`config.mk`:
```
export PLATFORM = sky130hd
export DESIGN_NAME = vpu_instr_queue
export DESIGN_NICKNAME = d
export VERILOG_FILES = /design/src/rtl/vpu_instr_queue.sv
export SDC_FILE = /design/constraint.sdc
export NUM_CORES = 1
export LEC_CHECK = 0
export ABC_AREA = 1
export CORE_MARGIN = 3
export CORE_UTILIZATION = 44
export CTS_CLUSTER_DIAMETER = 40
export DETAILED_ROUTE_END_ITERATION = 6
export GPL_TIMING_DRIVEN = 0
export PLACE_DENSITY_LB_ADDON = 0.12
export SLEW_MARGIN = 5
export SYNTH_ARGS = -nofsm -noshare
export SYNTH_HDL_FRONTEND = slang
export SYNTH_SLANG_ARGS = --single-unit
```
`constraint.sdc`:
```
create_clock -name clk -period 28.5 [get_ports clk]
set_clock_uncertainty 0.15 [all_clocks]
set_input_delay 4.275 -clock clk [delete_from_list [all_inputs] [get_ports clk]]
set_output_delay 4.275 -clock clk [all_outputs]
set_load 0.1 [all_outputs]
```
`src/rtl/vpu_instr_queue.sv`:
```
// Vector instruction dispatch buffer: FIFO of {instr, rs1, rs2, tag} between the scalar
// core's vector issue port and VPU decode, with vset* serialisation and single-cycle flush.
module vpu_instr_queue #(
    parameter int DEPTH = 8,
    parameter int XLEN  = 64,
    parameter int TAG_W = 5
) (
    input  logic                     clk,
    input  logic                     rst,

    // Handshakes on both sides: a transfer happens at a rising clk edge where valid and
    // ready are both high; valid never depends on ready, and payload is stable while
    // valid=1 and ready=0.
    input  logic                     enq_valid,
    output logic                     enq_ready,
    input  logic [31:0]              enq_instr,
    input  logic [XLEN-1:0]          enq_rs1,
    input  logic [XLEN-1:0]          enq_rs2,

    output logic                     deq_valid,
    input  logic                     deq_ready,
    output logic [31:0]              deq_instr,
    output logic [XLEN-1:0]          deq_rs1,
    output logic [XLEN-1:0]          deq_rs2,
    output logic [TAG_W-1:0]         deq_tag,

    input  logic                     cfg_done,
    input  logic                     flush,
    output logic [$clog2(DEPTH):0]   count,
    output logic                     cfg_wait
);

    localparam int PTR_W = $clog2(DEPTH);
    localparam int CNT_W = PTR_W + 1;
    localparam logic [CNT_W-1:0] FULL_CNT = CNT_W'(DEPTH);

    typedef enum logic {
        CFG_IDLE = 1'b0,
        CFG_WAIT = 1'b1
    } cfg_state_e;

    logic [31:0]      instr_mem_q [DEPTH];
    logic [XLEN-1:0]  rs1_mem_q   [DEPTH];
    logic [XLEN-1:0]  rs2_mem_q   [DEPTH];
    logic [TAG_W-1:0] tag_mem_q   [DEPTH];

    logic [PTR_W-1:0] wr_ptr_q, wr_ptr_d;
    logic [PTR_W-1:0] rd_ptr_q, rd_ptr_d;
    logic [CNT_W-1:0] count_q,  count_d;
    logic [TAG_W-1:0] tag_q,    tag_d;

    cfg_state_e       cfg_state_q;
    logic             cfg_wait_q;

    logic             enq_fire;
    logic             deq_fire;
    logic             head_is_vset;

    // Ready ignores deq_ready on purpose: a full queue never passes an entry straight through.
    assign enq_ready = (count_q < FULL_CNT) & ~flush;
    assign deq_valid = (count_q != '0) & ~cfg_wait_q & ~flush;

    assign enq_fire  = enq_valid & enq_ready;
    assign deq_fire  = deq_valid & deq_ready;

    assign deq_instr = instr_mem_q[rd_ptr_q];
    assign deq_rs1   = rs1_mem_q[rd_ptr_q];
    assign deq_rs2   = rs2_mem_q[rd_ptr_q];
    assign deq_tag   = tag_mem_q[rd_ptr_q];

    assign count     = count_q;
    assign cfg_wait  = cfg_wait_q;

    // OP-V major opcode with funct3=3'b111 covers vsetvli, vsetivli and vsetvl.
    assign head_is_vset = (deq_instr[6:0] == 7'b1010111) && (deq_instr[14:12] == 3'b111);

    always_comb begin
        wr_ptr_d = wr_ptr_q;
        rd_ptr_d = rd_ptr_q;
        count_d  = count_q;
        tag_d    = tag_q;

        if (flush) begin
            wr_ptr_d = '0;
            rd_ptr_d = '0;
            count_d  = '0;
        end else begin
            if (enq_fire) begin
                wr_ptr_d = wr_ptr_q + PTR_W'(1);
                tag_d    = tag_q + TAG_W'(1);
            end
            if (deq_fire) begin
                rd_ptr_d = rd_ptr_q + PTR_W'(1);
            end
            case ({enq_fire, deq_fire})
                2'b10:   count_d = count_q + CNT_W'(1);
                2'b01:   count_d = count_q - CNT_W'(1);
                default: count_d = count_q;
            endcase
        end
    end

    // Tag counter survives flush so tags stay monotonic across killed instructions.
    always_ff @(posedge clk) begin
        if (rst) begin
            wr_ptr_q <= '0;
            rd_ptr_q <= '0;
            count_q  <= '0;
            tag_q    <= '0;
        end else begin
            wr_ptr_q <= wr_ptr_d;
            rd_ptr_q <= rd_ptr_d;
            count_q  <= count_d;
            tag_q    <= tag_d;
        end
    end

    always_ff @(posedge clk) begin
        if (enq_fire) begin
            instr_mem_q[wr_ptr_q] <= enq_instr;
            rs1_mem_q[wr_ptr_q]   <= enq_rs1;
            rs2_mem_q[wr_ptr_q]   <= enq_rs2;
            tag_mem_q[wr_ptr_q]   <= tag_q;
        end
    end

    // cfg_done in the handshake cycle is ignored because the FSM is still in CFG_IDLE then.
    always_ff @(posedge clk) begin
        if (rst || flush) begin
            cfg_state_q <= CFG_IDLE;
            cfg_wait_q  <= 1'b0;
        end else begin
            case (cfg_state_q)
                CFG_IDLE: begin
                    if (deq_fire && head_is_vset) begin
                        cfg_state_q <= CFG_WAIT;
                        cfg_wait_q  <= 1'b1;
                    end
                end
                CFG_WAIT: begin
                    if (cfg_done) begin
                        cfg_state_q <= CFG_IDLE;
                        cfg_wait_q  <= 1'b0;
                    end
                end
                default: begin
                    cfg_state_q <= CFG_IDLE;
                    cfg_wait_q  <= 1'b0;
                end
            endcase
        end
    end

endmodule

```
# == Word level (Yosys, flattened, before mapping) ==
# Memories as Yosys holds them, arrays and structs flattened. A register that Yosys moved wholly into a read port is not among the register bits.
# Cells that the tools add are included.
# classes
addsub,5
n_mul,0
div,0
magnitude_cmp,1
n_eq_ne,6
shift,0
mux,17
n_bitwise,8
n_reduce_logical,8
# op_table
operator,count
3-bit 2-to-1 mux,8
4-bit one-hot mux with 2 select lines,1
7-bit == test (second input constant),1
3-bit by 1-bit adder with 3-bit output (second input constant),2
1-bit 2-to-1 mux,6
5-bit by 1-bit adder with 5-bit output (second input constant),1
1-bit AND,5
4-bit by 1-bit adder with 4-bit output (second input constant),1
4-bit < comparator (second input constant),1
2-bit != test (second input constant),2
1-bit one-hot mux with 2 select lines,2
2-bit AND reduction,2
4-bit nonzero test,1
4-bit by 1-bit subtractor with 4-bit output (second input constant),1
3-bit == test (second input constant),1
1-bit NOT,3
2-bit by 1-bit == test with 1-bit output (second input constant),1
2-bit == test (second input constant),1
1-bit logical AND,2
2-bit nonzero test,1
2-bit OR reduction,1
1-bit logical OR,1
# word_totals
regBits,17
latchBits,0
ramBits,1320
mem_bits_ro,0
out_inout_bits,172
wordCells,55
mem_count,4
# memory_table
memory,words,width,read_ports,rd_ports_with_merged_regs,write_ports,line_no,text
rs1_mem_q,8,64,1,1,1,43,logic [XLEN-1:0] rs1_mem_q [DEPTH];
rs2_mem_q,8,64,1,1,1,44,logic [XLEN-1:0] rs2_mem_q [DEPTH];
instr_mem_q,8,32,1,1,1,42,logic [31:0] instr_mem_q [DEPTH];
tag_mem_q,8,5,1,1,1,45,logic [TAG_W-1:0] tag_mem_q [DEPTH];

# == Longest topological paths before layout ==
# depth
ltp_word,7
ltp_mapped,13

# == Worst setup path after synthesis ==
# OpenSTA, ideal clock, no wires.
# synth_path
kind,input-to-reg
startpoint,in flush
endpoint,mem instr_mem_q[0][0] (enable)
setup_ps,692
arrival_time_ps,13121
required_ps,27658
path_slack_ps,14537
path_stages,6
n_path_buf,1
path_cell_list,nor2_1 > nand2_1 > clkbuf_1 > inv_1 > nand2_1 > nor2_1
# synth_via
elab_chain_len,5
# synth_rtl
element,line_no,text
from (decl),28,"input logic flush,"
1-bit NOT (no source line),n/a,
1-bit AND,60,assign enq_ready = (count_q < FULL_CNT) & ~flush;
1-bit AND,63,assign enq_fire = enq_valid & enq_ready;
1-bit 2-to-1 mux,119,if (enq_fire) begin
1-bit 2-to-1 mux (implied by the code),120,instr_mem_q[wr_ptr_q] <= enq_instr;
to (decl),42,
# Every way passes these cells.

# == Worst setup path in the final report ==
# layout_path
startpoint,in flush
endpoint,out deq_valid
# layout_via
elab_chain_len,2
# layout_rtl
element,line_no,text
1-bit NOT (no source line),n/a,
1-bit AND,61,assign deq_valid = (count_q != '0) & ~cfg_wait_q & ~flush;
to (decl),20,"output logic deq_valid,"
# Every way passes these cells.

==> flow_summary_export.csv <==
group,metric,value,unit
run_status,status,"completed",
critical_path,timing.critical_path.required,24.08,ns
sta,timing_worst_slew_pin_value,1.24,ns
yosys,synth-async-reset-ratio,0,%
critical_path,worst_path_max_delay_cell,"clkdlybuf4s50_1",
hold_path,worstHoldPathType,"reg2reg",
grt,grt_util_met1,31.9,%
critical_path,worstReg2RegStart,"count[3]",
flow_run,cap_viol_max_count,0,
grt,met2_usage,39.4,%
cts,ctsHtreeMaxLevel,4,
cts,cts.sinks,1340,
grt,grt_pass1_vias,33000,
power,vdd_drop_max,56.9,µV
grt,globalRouteTotalUtil,23.8,%
drt,wl_per_cell,23.8,µm
drt,vias,33400,
grt,wire_length_of_the_first_global_routing_pass,215000,µm
yosys,synth_edf_count,1320,
floorplanning,area_of_the_die,0.122,mm²
critical_path,regToRegEndpoint,"rs1_mem_q[1][46]",
floorplanning,floorplan.initialDensity,44.5,%
sta,tightest_slew_margin_relative_to_the_limit,17.1,%
placement,detailedPlacementHpwl,94500,µm
sta,achievable-frequency,94.9,MHz
hold_path,number_of_cells_on_the_worst_hold_path,2,
yosys,synth-warning-count,0,
grt,global_route.usage.met3,4.62,%
drt,routed_wl,147000,µm
cts,cts_resized,0,
critical_path,timing.critical_path.arrival,6.11,ns
yosys,synth_cell_types,28,
grt,grt_start_max_net_pins,28,
drt,detail-route-antenna-nets,0,
yosys,synth_top_flop_cell,"edfxtp_1",
hold_path,min_from,"cfg_wait",
placement,placed_area,0.0584,mm²
sta,rsz_0062_raised_after_global_routing,"false",
floorplanning,chipHeight,349,µm
sta,final_setup_tns,0,ns
drt,route.detailed.drc,0,
cts,clock_insertion_delay_worst_skew,0.75,ns
floorplanning,num_rows,125,
critical_path,critical_path_peak_fanout,3,
critical_path,critical_path.cell_chain,"clkdlybuf4s50_1 > nor2_1 > and2_1 > clkdlybuf4s50_1",
sta,period_share,37.0,%
critical_path,worst_path_largest_cell_delay,1.12,ns
sta,hold_violations,0,
grt,grt_antenna_before_repair,19,
drt,drt_iter0_drc,3099,
hold_path,min_to,"cfg_wait",
sta,postLayoutSetupSlackWorst,17.96,ns
critical_path,critical_path.startpoint_type,"input port",
critical_path,path_class,"in2out",
yosys,synth.avg_cell_area,13.1,µm²
placement,port-buffer-count,337,
final_layout,area_delta_synth_final,24.3,%
grt,global_route.peak_usage_layer,"met2",
placement,post-place-ws,17.96,ns
yosys,synth_area,0.0518,mm²
floorplanning,die_width,349,µm
cts,ctsLongestPathBuffers,3,
sta,final-max-slew-violation-count,0,
cts,tritoncts,"yes",
power,power_density,72.2,mW/mm²
yosys,ys_top_cells_by_area,"edfxtp_1, nor2_1, o21ai_0",
yosys,cells_after_synthesis,3942,
placement,globalplace.congestion,0.759,
final_layout,post-route-cell-area,0.0644,mm²
critical_path,ff2ff_path_depth,11,
final_layout,post_route_cells_drive_above_1_share,9.93,%
floorplanning,core_region_area,0.117,mm²
floorplanning,ios,338,
yosys,synth.net_count,4114,
cts,cts_buffers,174,
drt,dr.pass1.iters,5,
yosys,synth.yosys.seq_area_share,77.3,%
critical_path,critical_path.endpoint_type,"output port",
critical_path,r2r_setup_slack,24.77,ns
yosys,ys_seq_elements,1340,
sta,final_period_minus_worst_setup_slack,10.54,ns
yosys,synth_top_area_cell,"edfxtp_1",
cts,clock-root-buffer,"clkbuf_16",
cts,worst_setup_hold_path_clk_slew,0.05,ns
sta,setup-violations-final,0,
power,total_leakage_power,21.8,nW
cts,cts.hold.buffers_added,0,
yosys,yosys.area.top_type_share,76.5,%
grt,grt_overflow,0,
cts,postCtsSetupRepairBufs,0,
final_layout,fin_nets,4686,
critical_path,critical_path.most_common_cell,"clkdlybuf4s50_1",
drt,routed_via_density,5.38,
-- power by group --
| group | switching [mW] | leakage (nW) | internal (mW) |
|---|---|---|---|
| sequential | 0.00415 | 12.1 | 2.18 |
| combinational | 0.186 | 6.85 | 0.0635 |
| clock | 0.860 | 2.86 | 1.36 |
-- final cells by class --
type	count	area [µm²]
fillers	9586	52100
flip-flops and latches	1340	40000
multi-input cells	2274	10300
repair buffers	396	4640
clock buffers	197	4520
well taps	1524	1910
clock inverters	127	1430
plain buffers	257	1240
inverters	71	267
diodes	14	35.0
-- flip-flops by register name, indices dropped and copies added (netlist names), 3 cells and up, named ones only --
name / count
tag_mem_q: 40
instr_mem_q: 256
rs2_mem_q: 512
rs1_mem_q: 512
rd_ptr_q: 3
tag_q: 5
wr_ptr_q: 3
count: 4
-- per-layer routing --
layer,wire length (µm),share of wire [%]
met1,62400,42
met3,9700,6.6
met5,33,0.022
met2,71300,48
met4,3900,2.6
-- logic make-up (layout without fill, tap and decap cells) --
kind of cell | count (synthesis) | after routing | synth area share (%)
buffers and inverters | 328 | 1048 | 2.90
flip-flops | 1340 | 1340 | 77.3
adder cells (fa/ha/maj) | 6 | 6 | 0.145
XOR/XNOR | 3 | 3 | 0.0507
AO/OA/AOI/OAI | 955 | 955 | 9.99
AND/OR/NAND/NOR | 1310 | 1310 | 9.67
other | 0 | 14 | 0
-- worst max-delay path, delay by kind of cell --
| kind | cells | cell delay, ns |
|---|---|---|
| simple gates | 2 | 0.26 |
| buf+inv | 2 | 1.57 |
-- synth_stat cells (all sizes together), types with 12 or more instances --
master and instances:
inv 71, o22ai 155, clkbuf 135, nor2 1113, nand2 136, buf 122, a31oi 156, dfxtp 20
edfxtp 1320, nand3 46, a21oi 12, o21ai 629
-- through the flow --
| step | instances | total power [mW] | hold WS [ns] | util (%) |
|---|---|---|---|---|
| after floorplan | 3942 | 2.38 | 0.307 | - |
| final | 6200 | 4.65 | 0.336 | 55.3 |
| after global placement | 5803 | 2.48 | 0.320 | 49.0 |
| after global routing | 6191 | 4.78 | 0.374 | 55.3 |
| after detailed placement | 5862 | 2.48 | 0.329 | 50.2 |
| after CTS | 6186 | 4.68 | 0.338 | 55.3 |
-- placed cells by master, fill, tap and decap left out, drive strengths merged, types with 22 or more instances in the layout --
master,n
nand2,136
clkinv,65
o22ai,155
edfxtp,1320
nor2,1113
a31oi,156
o21ai,629
bufinv,22
inv,93
clkdlybuf4s50,337
buf,181
clkbuf,332
nand3,46
-- worst max path at each step --
stage,end,depth (start not counted),start,slack [ns]
after floorplan,instr_mem_q[0][0],6,flush,14.54
after global routing,deq_valid,4,flush,17.90
after detailed placement,deq_valid,4,flush,17.96
after global placement,rs1_mem_q[4][48],7,flush,8.17
final,deq_valid,4,flush,17.96
after CTS,deq_valid,4,flush,17.96
Note: power is estimated with default switching activity, not from simulation.
